==> src/rtl/multichannel_decimator.sv <==
// N-channel runtime-ratio decimator: pick (last sample) or boxcar average with
// arithmetic shift and saturation. One output pulse per R input strobes.
module multichannel_decimator #(
  parameter  int W    = 19,
  parameter  int NCH  = 8,
  parameter  int RMAX = 256,
  localparam int RW   = $clog2(RMAX + 1)
) (
  input  logic             i_clk,
  input  logic             i_rst_n,
  input  logic             i_ready,
  input  logic [NCH*W-1:0] i_data,
  input  logic [RW-1:0]    i_ratio,
  input  logic             i_mode,
  input  logic [4:0]       i_shift,
  input  logic             i_sync,
  output logic [NCH*W-1:0] o_data,
  output logic             o_ready
);
  localparam int AW = W + $clog2(RMAX);
  localparam logic signed [AW-1:0] SAT_HI = {{(AW-W+1){1'b0}}, {(W-1){1'b1}}};
  localparam logic signed [AW-1:0] SAT_LO = {{(AW-W+1){1'b1}}, {(W-1){1'b0}}};

  logic [RW-1:0]          cnt_q, cnt_d;
  logic [RW-1:0]          ratio_q, ratio_d;
  logic                   mode_q, mode_d;
  logic [4:0]             shift_q, shift_d;
  logic signed [AW-1:0]   acc_q [NCH];
  logic signed [AW-1:0]   acc_d [NCH];
  logic [NCH*W-1:0]       data_q, data_d;
  logic                   ready_q, ready_d;

  logic [RW-1:0]          ratio_in, ratio_eff, cnt_eff;
  logic                   mode_eff, start, last;
  logic [4:0]             shift_eff;
  logic signed [AW-1:0]   sum [NCH];
  logic signed [AW-1:0]   shr [NCH];
  logic [NCH*W-1:0]       res;

  // A strobe that opens a group (after reset, sync or output) uses the live
  // config inputs, so an R=1 group completes with the ratio it was started with.
  always_comb begin
    if (i_ratio == '0)               ratio_in = RW'(1);
    else if (i_ratio > RW'(RMAX))    ratio_in = RW'(RMAX);
    else                             ratio_in = i_ratio;
    start     = i_sync || (cnt_q == '0);
    ratio_eff = start ? ratio_in : ratio_q;
    mode_eff  = start ? i_mode   : mode_q;
    shift_eff = start ? i_shift  : shift_q;
    cnt_eff   = i_sync ? '0 : cnt_q;
    last      = (cnt_eff == ratio_eff - RW'(1));
  end

  always_comb begin
    res = '0;
    for (int unsigned k = 0; k < NCH; k++) begin
      sum[k] = ((cnt_eff == '0) ? '0 : acc_q[k]) + AW'($signed(i_data[k*W +: W]));
      shr[k] = sum[k] >>> shift_eff;
      if (!mode_eff)          res[k*W +: W] = i_data[k*W +: W];
      else if (shr[k] > SAT_HI) res[k*W +: W] = SAT_HI[W-1:0];
      else if (shr[k] < SAT_LO) res[k*W +: W] = SAT_LO[W-1:0];
      else                      res[k*W +: W] = shr[k][W-1:0];
    end
  end

  always_comb begin
    cnt_d   = cnt_q;
    ratio_d = ratio_q;
    mode_d  = mode_q;
    shift_d = shift_q;
    acc_d   = acc_q;
    data_d  = data_q;
    ready_d = 1'b0;
    if (i_sync) cnt_d = '0;
    if (i_ready) begin
      if (start) begin
        ratio_d = ratio_in;
        mode_d  = i_mode;
        shift_d = i_shift;
      end
      for (int unsigned k = 0; k < NCH; k++) acc_d[k] = sum[k];
      if (last) begin
        cnt_d   = '0;
        ready_d = 1'b1;
        data_d  = res;
      end else begin
        cnt_d = cnt_eff + RW'(1);
      end
    end
  end

  always_ff @(posedge i_clk) begin
    if (!i_rst_n) begin
      cnt_q   <= '0;
      ratio_q <= ratio_in;
      mode_q  <= i_mode;
      shift_q <= i_shift;
      for (int unsigned k = 0; k < NCH; k++) acc_q[k] <= '0;
      data_q  <= '0;
      ready_q <= 1'b0;
    end else begin
      cnt_q   <= cnt_d;
      ratio_q <= ratio_d;
      mode_q  <= mode_d;
      shift_q <= shift_d;
      acc_q   <= acc_d;
      data_q  <= data_d;
      ready_q <= ready_d;
    end
  end

  assign o_data  = data_q;
  assign o_ready = ready_q;
endmodule

==> config.mk <==
export PLATFORM = sky130hd
export DESIGN_NAME = multichannel_decimator
export DESIGN_NICKNAME = d
export VERILOG_FILES = /design/src/rtl/multichannel_decimator.sv
export SDC_FILE = /design/constraint.sdc
export NUM_CORES = 2
export LEC_CHECK = 0
export ABC_CLOCK_PERIOD_IN_PS = 13600
export CAP_MARGIN = 20
export CELL_PAD_IN_SITES_DETAIL_PLACEMENT = 1
export CELL_PAD_IN_SITES_GLOBAL_PLACEMENT = 2
export CORE_MARGIN = 4
export CORE_UTILIZATION = 38
export CTS_BUF_LIST = sky130_fd_sc_hd__clkbuf_2 sky130_fd_sc_hd__clkbuf_4 sky130_fd_sc_hd__clkbuf_8
export CTS_CLUSTER_SIZE = 12
export DETAILED_ROUTE_END_ITERATION = 6
export MAX_ROUTING_LAYER = met4
export PLACE_DENSITY = 0.94
export SLEW_MARGIN = 20
export SYNTH_ARGS = -nofsm -noshare
export SYNTH_HDL_FRONTEND = slang
export SYNTH_SLANG_ARGS = --single-unit
==> constraint.sdc <==
create_clock -name i_clk -period 13.6 [get_ports i_clk]
set_clock_uncertainty 0.1 [all_clocks]
set_input_delay 4.08 -clock i_clk [delete_from_list [all_inputs] [get_ports i_clk]]
set_output_delay 4.08 -clock i_clk [all_outputs]
set_load 0.005 [all_outputs]
### Word-level counts from Yosys, hierarchy flattened

Cells that the tools add are included.

| operators by class | value |
|---|---|
| add/subtract/negate cells | 10 |
| order comparisons | 17 |
| eq/ne operators | 2 |
| shift-type cells | 8 |
| mux-type cells | 47 |
| reduce and logical (&&, ||, !) cells | 6 |

Operators by type and width:

| kind | count |
|---|---|
| 19-bit 2-to-1 mux | 24 |
| 27-bit adder | 8 |
| 27-bit by 19-bit > comparator with 1-bit output (second input constant) | 8 |
| 27-bit by 19-bit < comparator with 1-bit output (second input constant) | 8 |
| 27-bit 2-to-1 mux | 8 |
| 27-bit by 5-bit >>> shifter with 27-bit output | 8 |
| 9-bit 2-to-1 mux | 8 |
| 9-bit logical NOT | 3 |
| 5-bit 2-to-1 mux | 3 |
| 9-bit by 1-bit adder with 9-bit output (second input constant) | 1 |
| 9-bit equality test | 1 |
| 9-bit > comparator (second input constant) | 1 |
| 9-bit by 1-bit subtractor with 9-bit output (second input constant) | 1 |
| 1-bit 2-to-1 mux | 4 |
| 2-bit AND reduction | 2 |
| 2-bit by 1-bit != test with 1-bit output (second input constant) | 1 |
| 1-bit logical OR | 1 |

| storage, ports and cells | value |
|---|---|
| flip-flop bits (word level) | 393 |
| bits of input ports | 171 |
| output and inout bits | 153 |
| logic and storage cells | 104 |

### Longest topological paths before layout

| logic depth | value |
|---|---|
| depth in word-level cells | 9 |
| mapped depth | 28 |
| depth with buffers taken out | 20 |

### Worst setup path after synthesis

Ideal clock, no wire load.

| timing | value |
|---|---|
| kind | input port to flip-flop |
| start point | in i_sync |
| end point | reg data_q[14], in the netlist o_data[14] |
| library setup time | 63 ps |
| arrival time | 9479 ps |
| required time | 13437 ps |
| path slack | 3958 ps |
| stages | 24 |
| buffers on the path | 4 |
| cells stage by stage | clkbuf_1 > clkbuf_1 > nor2b_1 > inv_1 > ha_1 > nand2b_1 > clkbuf_1 > clkbuf_1 > and2_1 > ha_1 > fa_1 > a21oi_1 > o211ai_1 > a221oi_1 > o211ai_2 > xor2_1 > o32ai_1 > a211oi_1 > a221oi_1 > o41a_1 > a211oi_2 > o21ai_1 > or3_1 > nand3_1 |

| on the way | value |
|---|---|
| word-level cells in the longest chain between the ends | 9 |
| elaborated cells between the ends (all ways) | 17 |
| classes of those cells | 2 x add/sub; 2 x order compare; 1 x eq/ne; 1 x shift; 8 x mux; 3 x reduce/logical |

Ends and longest elaborated chain:

| element | line | source |
|---|---|---|
| start: declaration | 16 | `input logic i_sync,` |
| 9-bit 2-to-1 mux | n/a |  |
| 9-bit logical NOT | 57 | `sum[k] = ((cnt_eff == '0) ? '0 : acc_q[k]) + AW'($signed(i_data[k*W +: W]));` |
| 27-bit 2-to-1 mux | 57 |  |
| 27-bit adder | 57 |  |
| 27-bit by 5-bit >>> shifter with 27-bit output | 58 | `shr[k] = sum[k] >>> shift_eff;` |
| 27-bit by 19-bit < comparator with 1-bit output | 61 | `else if (shr[k] < SAT_LO) res[k*W +: W] = SAT_LO[W-1:0];` |
| 19-bit 2-to-1 mux | 61 |  |
| 19-bit 2-to-1 mux | 60 | `else if (shr[k] > SAT_HI) res[k*W +: W] = SAT_HI[W-1:0];` |
| 19-bit 2-to-1 mux | 59 | `if (!mode_eff) res[k*W +: W] = i_data[k*W +: W];` |
| end signal: assignment | 107 | `data_q <= data_d;` |
| end: declaration | 30 | `logic [NCH*W-1:0] data_q, data_d;` |

Several ways; a longest one is shown, not always the timed one.
A chain may end at the register's enable or synchronous reset.

### Worst setup path in the final report

| timing | value |
|---|---|
| start point | in i_sync |
| end point | reg data_q[91], in the netlist o_data[91] |

Same word-level chain as after synthesis.

==> results by group <==
Clock tree
  – Clock root buffer: clkbuf_8
  – Setup bufs post-CTS: 0
  – Max Buffers Root-to-Sink: 3
  – CTS buffer count: 83
  – H-tree depth: 3
  – Clock slew at the register clock pins of the worst setup and hold paths: 0.06 ns
  – Post-cts gate resize count: 0
  – CTS Sinks: just under 400
  – CTS hold repair buffers: 0
  – Worst-Skew Late Latency: 0.77 ns
  – CTS tree: done

Die
  – Rows: 121
  – Die area: 116,000 um2
  – Initial Util: 38.4%
  – Die X: between 300 and 400 um
  – I/O pin total: 324
  – Core area: 109,000 um2
  – Die H: 340 um

Placed design
  – Pre-CTS setup slack: 1.70 ns
  – Routability congestion estimate: 0.953
  – PortBufs: 323
  – DP HPWL: 142,000 um

Critical path
  – Crit path kind: input pin to flip-flop
  – Largest fanout on the critical path: 72
  – Slowest-stage cell, CP: o21ai_0
  – Kind of start point of the critical path: input pin
  – Worst EP required: between 10 and 15 ns
  – Crit-path max cell delay: 0.75 ns
  – CP top delay family: compound AO/OA/AOI/OAI gates
  – CP arrival: 11.83 ns
  – Endpoint type of the worst setup path: flip-flop
  – Crit path buf inv count: 3
  – Crit path cell chain: clkdlybuf4s50_1 -> nor2b_1 -> inv_1 -> ha_1 -> nand2b_4 -> buf_12 -> and2_1 -> ha_1 -> a21oi_1 -> o21ai_0 -> a21boi_0 -> nand2_1 -> a21oi_1 -> xor2_1 -> o21ai_0 -> a21boi_0 -> o221ai_1 -> o211ai_1 -> o21ai_2 -> a31oi_1 -> o31ai_1
  – Reg2reg setup slack: 6.09 ns

Final layout
  – Fill count: 13,800
  – Share of cells above drive strength 1: under 10%
  – Area growth syn-to-layout: 14.5%
  – Nets: around 6,400
  – Post-Route Utilization: between 40% and 50%

Detailed routing
  – DRT Wirelength: about 190,000 um
  – Vias: 48,000
  – DRC viols: 3
  – Post-route ant nets: 0
  – Router iterations before antenna repair: 7
  – DR vias/cell: 6.35
  – Iteration-0 DRC Markers: 3,798
  – Wire length per cell: 25.7 um

Yosys
  – Ys async rst share: 0%
  – Synth Area in XOR/XNOR: around 3.7%
  – Post-synth EDFFs: 15
  – Synth warnings: 0
  – Mux contribution to synthesized area: 9.76%
  – Synth Area in Simple Gates: 24.5%
  – Largest family of logic cells by synthesized area: compound AO/OA/AOI/OAI gates
  – Seq/Total Area, Yosys: between 10% and 20%
  – Ys flop type: dfxtp_1
  – Synthesized cell area: 41,900 um2
  – Syn Nets: 6,354
  – Synth Area in Adders: 6.68%
  – Netlist cell types: 115
  – Post-Synthesis Cells: 5,964
  – Synth Area in Compound Gates: 31.5%
  – Syn avg cell area: between 7 and 8 um2
  – Flop and latch count out of synthesis: 393

STA
  – Hold Fails Final Rpt: 0
  – Worst Tran Pin Value: 1.12 ns
  – RSZ-0062 raised after global routing: no
  – Setup WS post-layout: roughly 2.4 ns
  – Slew Viols, Final: 0
  – Final setup vio count: 0
  – Setup TNS: 0 ns
  – Minimum clock period: between 10 and 15 ns
  – Tcrit/Tclk final: 82.7%
  – FMAX: 88.9 MHz
  – Slew headroom: 25.0%

Power
  – VDD IR max: 0.0000650 V
  – Sequential power share: between 20% and 30%
  – NetSw: around 1.8 mW
  – Leak Pwr: slightly below 20 nW
  – Pint: 2.67 mW
  – Switching share of power: 39.7%
  – Clk pwr share: 35.6%
  – Combinational Power Share: 36.4%
  – Power per cell area: between 90 and 100 nW/um2

Global routing
  – Vias in the first global route: 48,000
  – First-pass GRT wire length: 292,000 um
  – Pin count of the biggest net entering global routing: approximately 120
  – Initial antenna violation count: 5
  – Gr usage total: 32.7%
  – Gr ovfl total: 0

Worst hold path
  – Hold Crit Class: flip-flop to flip-flop

Run
  – Max-Cap Viols: 0

Outcome
  – Failing checks: DRC
  – Outcome: finished, violations left
[flip-flops by register name (all words and copies together) (netlist names)]
name,cells
shift_q,5
acc_q,216
o_data,152
mode_q,1
o_ready,1
cnt_q,9
ratio_q,9
[per-stage QoR]
step	cells	area, um2	total power [mW]	hold WS [ns]
floorplan	5964	41900	2.28	0.335
detailed placement	7400	46000	2.82	0.342
CTS	7550	48000	4.41	0.349
global route	7555	48000	4.60	0.376
global placement	7400	46000	2.79	0.331
finish	7555	48000	4.42	0.345
[worst paths after layout]
check,from,endpoint,cells past startpoint
max,i_sync,o_data[91]$_SDFFE_PN0P_,21
min,o_data[122]$_SDFFE_PN0P_,o_data[122]$_SDFFE_PN0P_,2
max reg2reg,cnt_q[5]$_SDFF_PN0_,o_data[91]$_SDFFE_PN0P_,19
min reg2reg,o_data[122]$_SDFFE_PN0P_,o_data[122]$_SDFFE_PN0P_,2
[cells in the final DEF (no fill, tap or decap), types with 33 or more instances in the layout]
cell type,Yosys,routed
nand4_1,66,66
and3_1,41,41
xnor2_1,91,90
and2_1,263,263
o21ai_1,64,64
o21bai_1,33,33
dfxtp_1,378,378
clkdlybuf4s50_1,0,321
a211oi_1,145,145
clkbuf_8,0,111
inv_1,48,46
mux2i_1,344,340
nand3_1,115,114
o211ai_1,146,146
xor2_1,84,84
ha_1,211,211
nor3_1,128,128
or3_1,41,41
a21oi_1,560,560
mux2_2,52,47
o21a_1,60,60
nand2_1,764,764
o31ai_1,35,35
buf_4,7,69
a31oi_1,64,62
o21ai_0,490,490
a21o_1,72,72
nor2_1,642,638
[power by group through the flow]
stage	Sequential, mW	Combinational [mW]	Clock (mW)
6_report	1.24	1.61	1.57
2_1_floorplan	1.25	1.03	0
3_5_place_dp	1.26	1.55	0
4_1_cts	1.24	1.56	1.61
5_1_grt	1.24	1.71	1.65
3_3_place_gp	1.26	1.53	0
[cells by family (layout without fill, tap and decap cells)]
family | Yosys count | count (layout)
DFF | 393 | 393
adders and majority gates | 219 | 219
muxes | 400 | 400
and+or+nand+nor | 2228 | 2228
buffers and inverters | 487 | 597
other | 0 | 5
xor gates and xnor gates | 175 | 175
AOI/OAI and AO/OA | 2062 | 2062
[synth_stat cells (all sizes together) (14+ instances only)]
| master | n | share of area, % |
|---|---|---|
| and3 | 42 | 0.64 |
| edfxtp | 15 | 1.1 |
| nand2b | 33 | 0.49 |
| a21o | 72 | 1.3 |
| o211ai | 148 | 2.7 |
| o21ai | 555 | 6.6 |
| clkbuf | 293 | 2.6 |
| and4 | 18 | 0.38 |
| o21a | 60 | 1.1 |
| nand4 | 66 | 0.98 |
| o21bai | 33 | 0.59 |
| a22oi | 29 | 0.52 |
| a21oi | 566 | 6.8 |
| a21boi | 25 | 0.45 |
| a31oi | 65 | 1.0 |
| or2 | 34 | 0.51 |
| o211a | 18 | 0.43 |
| o31ai | 39 | 0.75 |
| and2 | 265 | 4.0 |
| nor2b | 22 | 0.33 |
| inv | 49 | 0.44 |
| nand2 | 765 | 6.9 |
| dfxtp | 378 | 18 |
| or3 | 41 | 0.61 |
| mux2i | 347 | 8.3 |
| mux2 | 53 | 1.4 |
| xnor2 | 91 | 1.9 |
| o2111ai | 16 | 0.35 |
| a211o | 28 | 0.58 |
| xor2 | 84 | 1.8 |
| o22ai | 30 | 0.45 |
| buf | 145 | 1.7 |
| a211oi | 148 | 2.7 |
| a221oi | 28 | 0.64 |
| nor2 | 646 | 5.8 |
| o221ai | 27 | 0.58 |
| nor4 | 14 | 0.30 |
| nor3 | 129 | 1.6 |
| nand3 | 118 | 1.4 |
| a22o | 16 | 0.33 |
| ha | 211 | 6.3 |
[metal layers]
| metal | part of all wire, % | GRT usage [%] | up-vias |
|---|---|---|---|
| met5 | 0 | - | - |
| met3 | 6.2 | 4.60 | 579 |
| met2 | 47 | 54.1 | 1845 |
| met4 | 5.5 | 15.2 | 0 |
| met1 | 41 | 39.3 | 23600 |
| li1 | - | - | 22000 |
[worst min-delay path: cells and delay by family (launching register included)]
kind	cells	cell delay [ns]
flops	1	0.30
simple gates	1	0.05
compound gates	1	0.05
[final cells by class]
class / count / area (um2) / area share (%)
Tap cell: 1476 / 1850 / 3.85
Clock inverter: 25 / 354 / 0.738
Timing Repair Buffer: 398 / 3870 / 8.06
Antenna cell: 5 / 12.5 / 0.0261
Multi-Input combinational cell: 5084 / 32100 / 66.8
Sequential cell: 393 / 8020 / 16.7
Inverter: 49 / 194 / 0.404
Clock buffer: 125 / 1630 / 3.40
No activity file was read; power rests on OpenSTA's default activity.
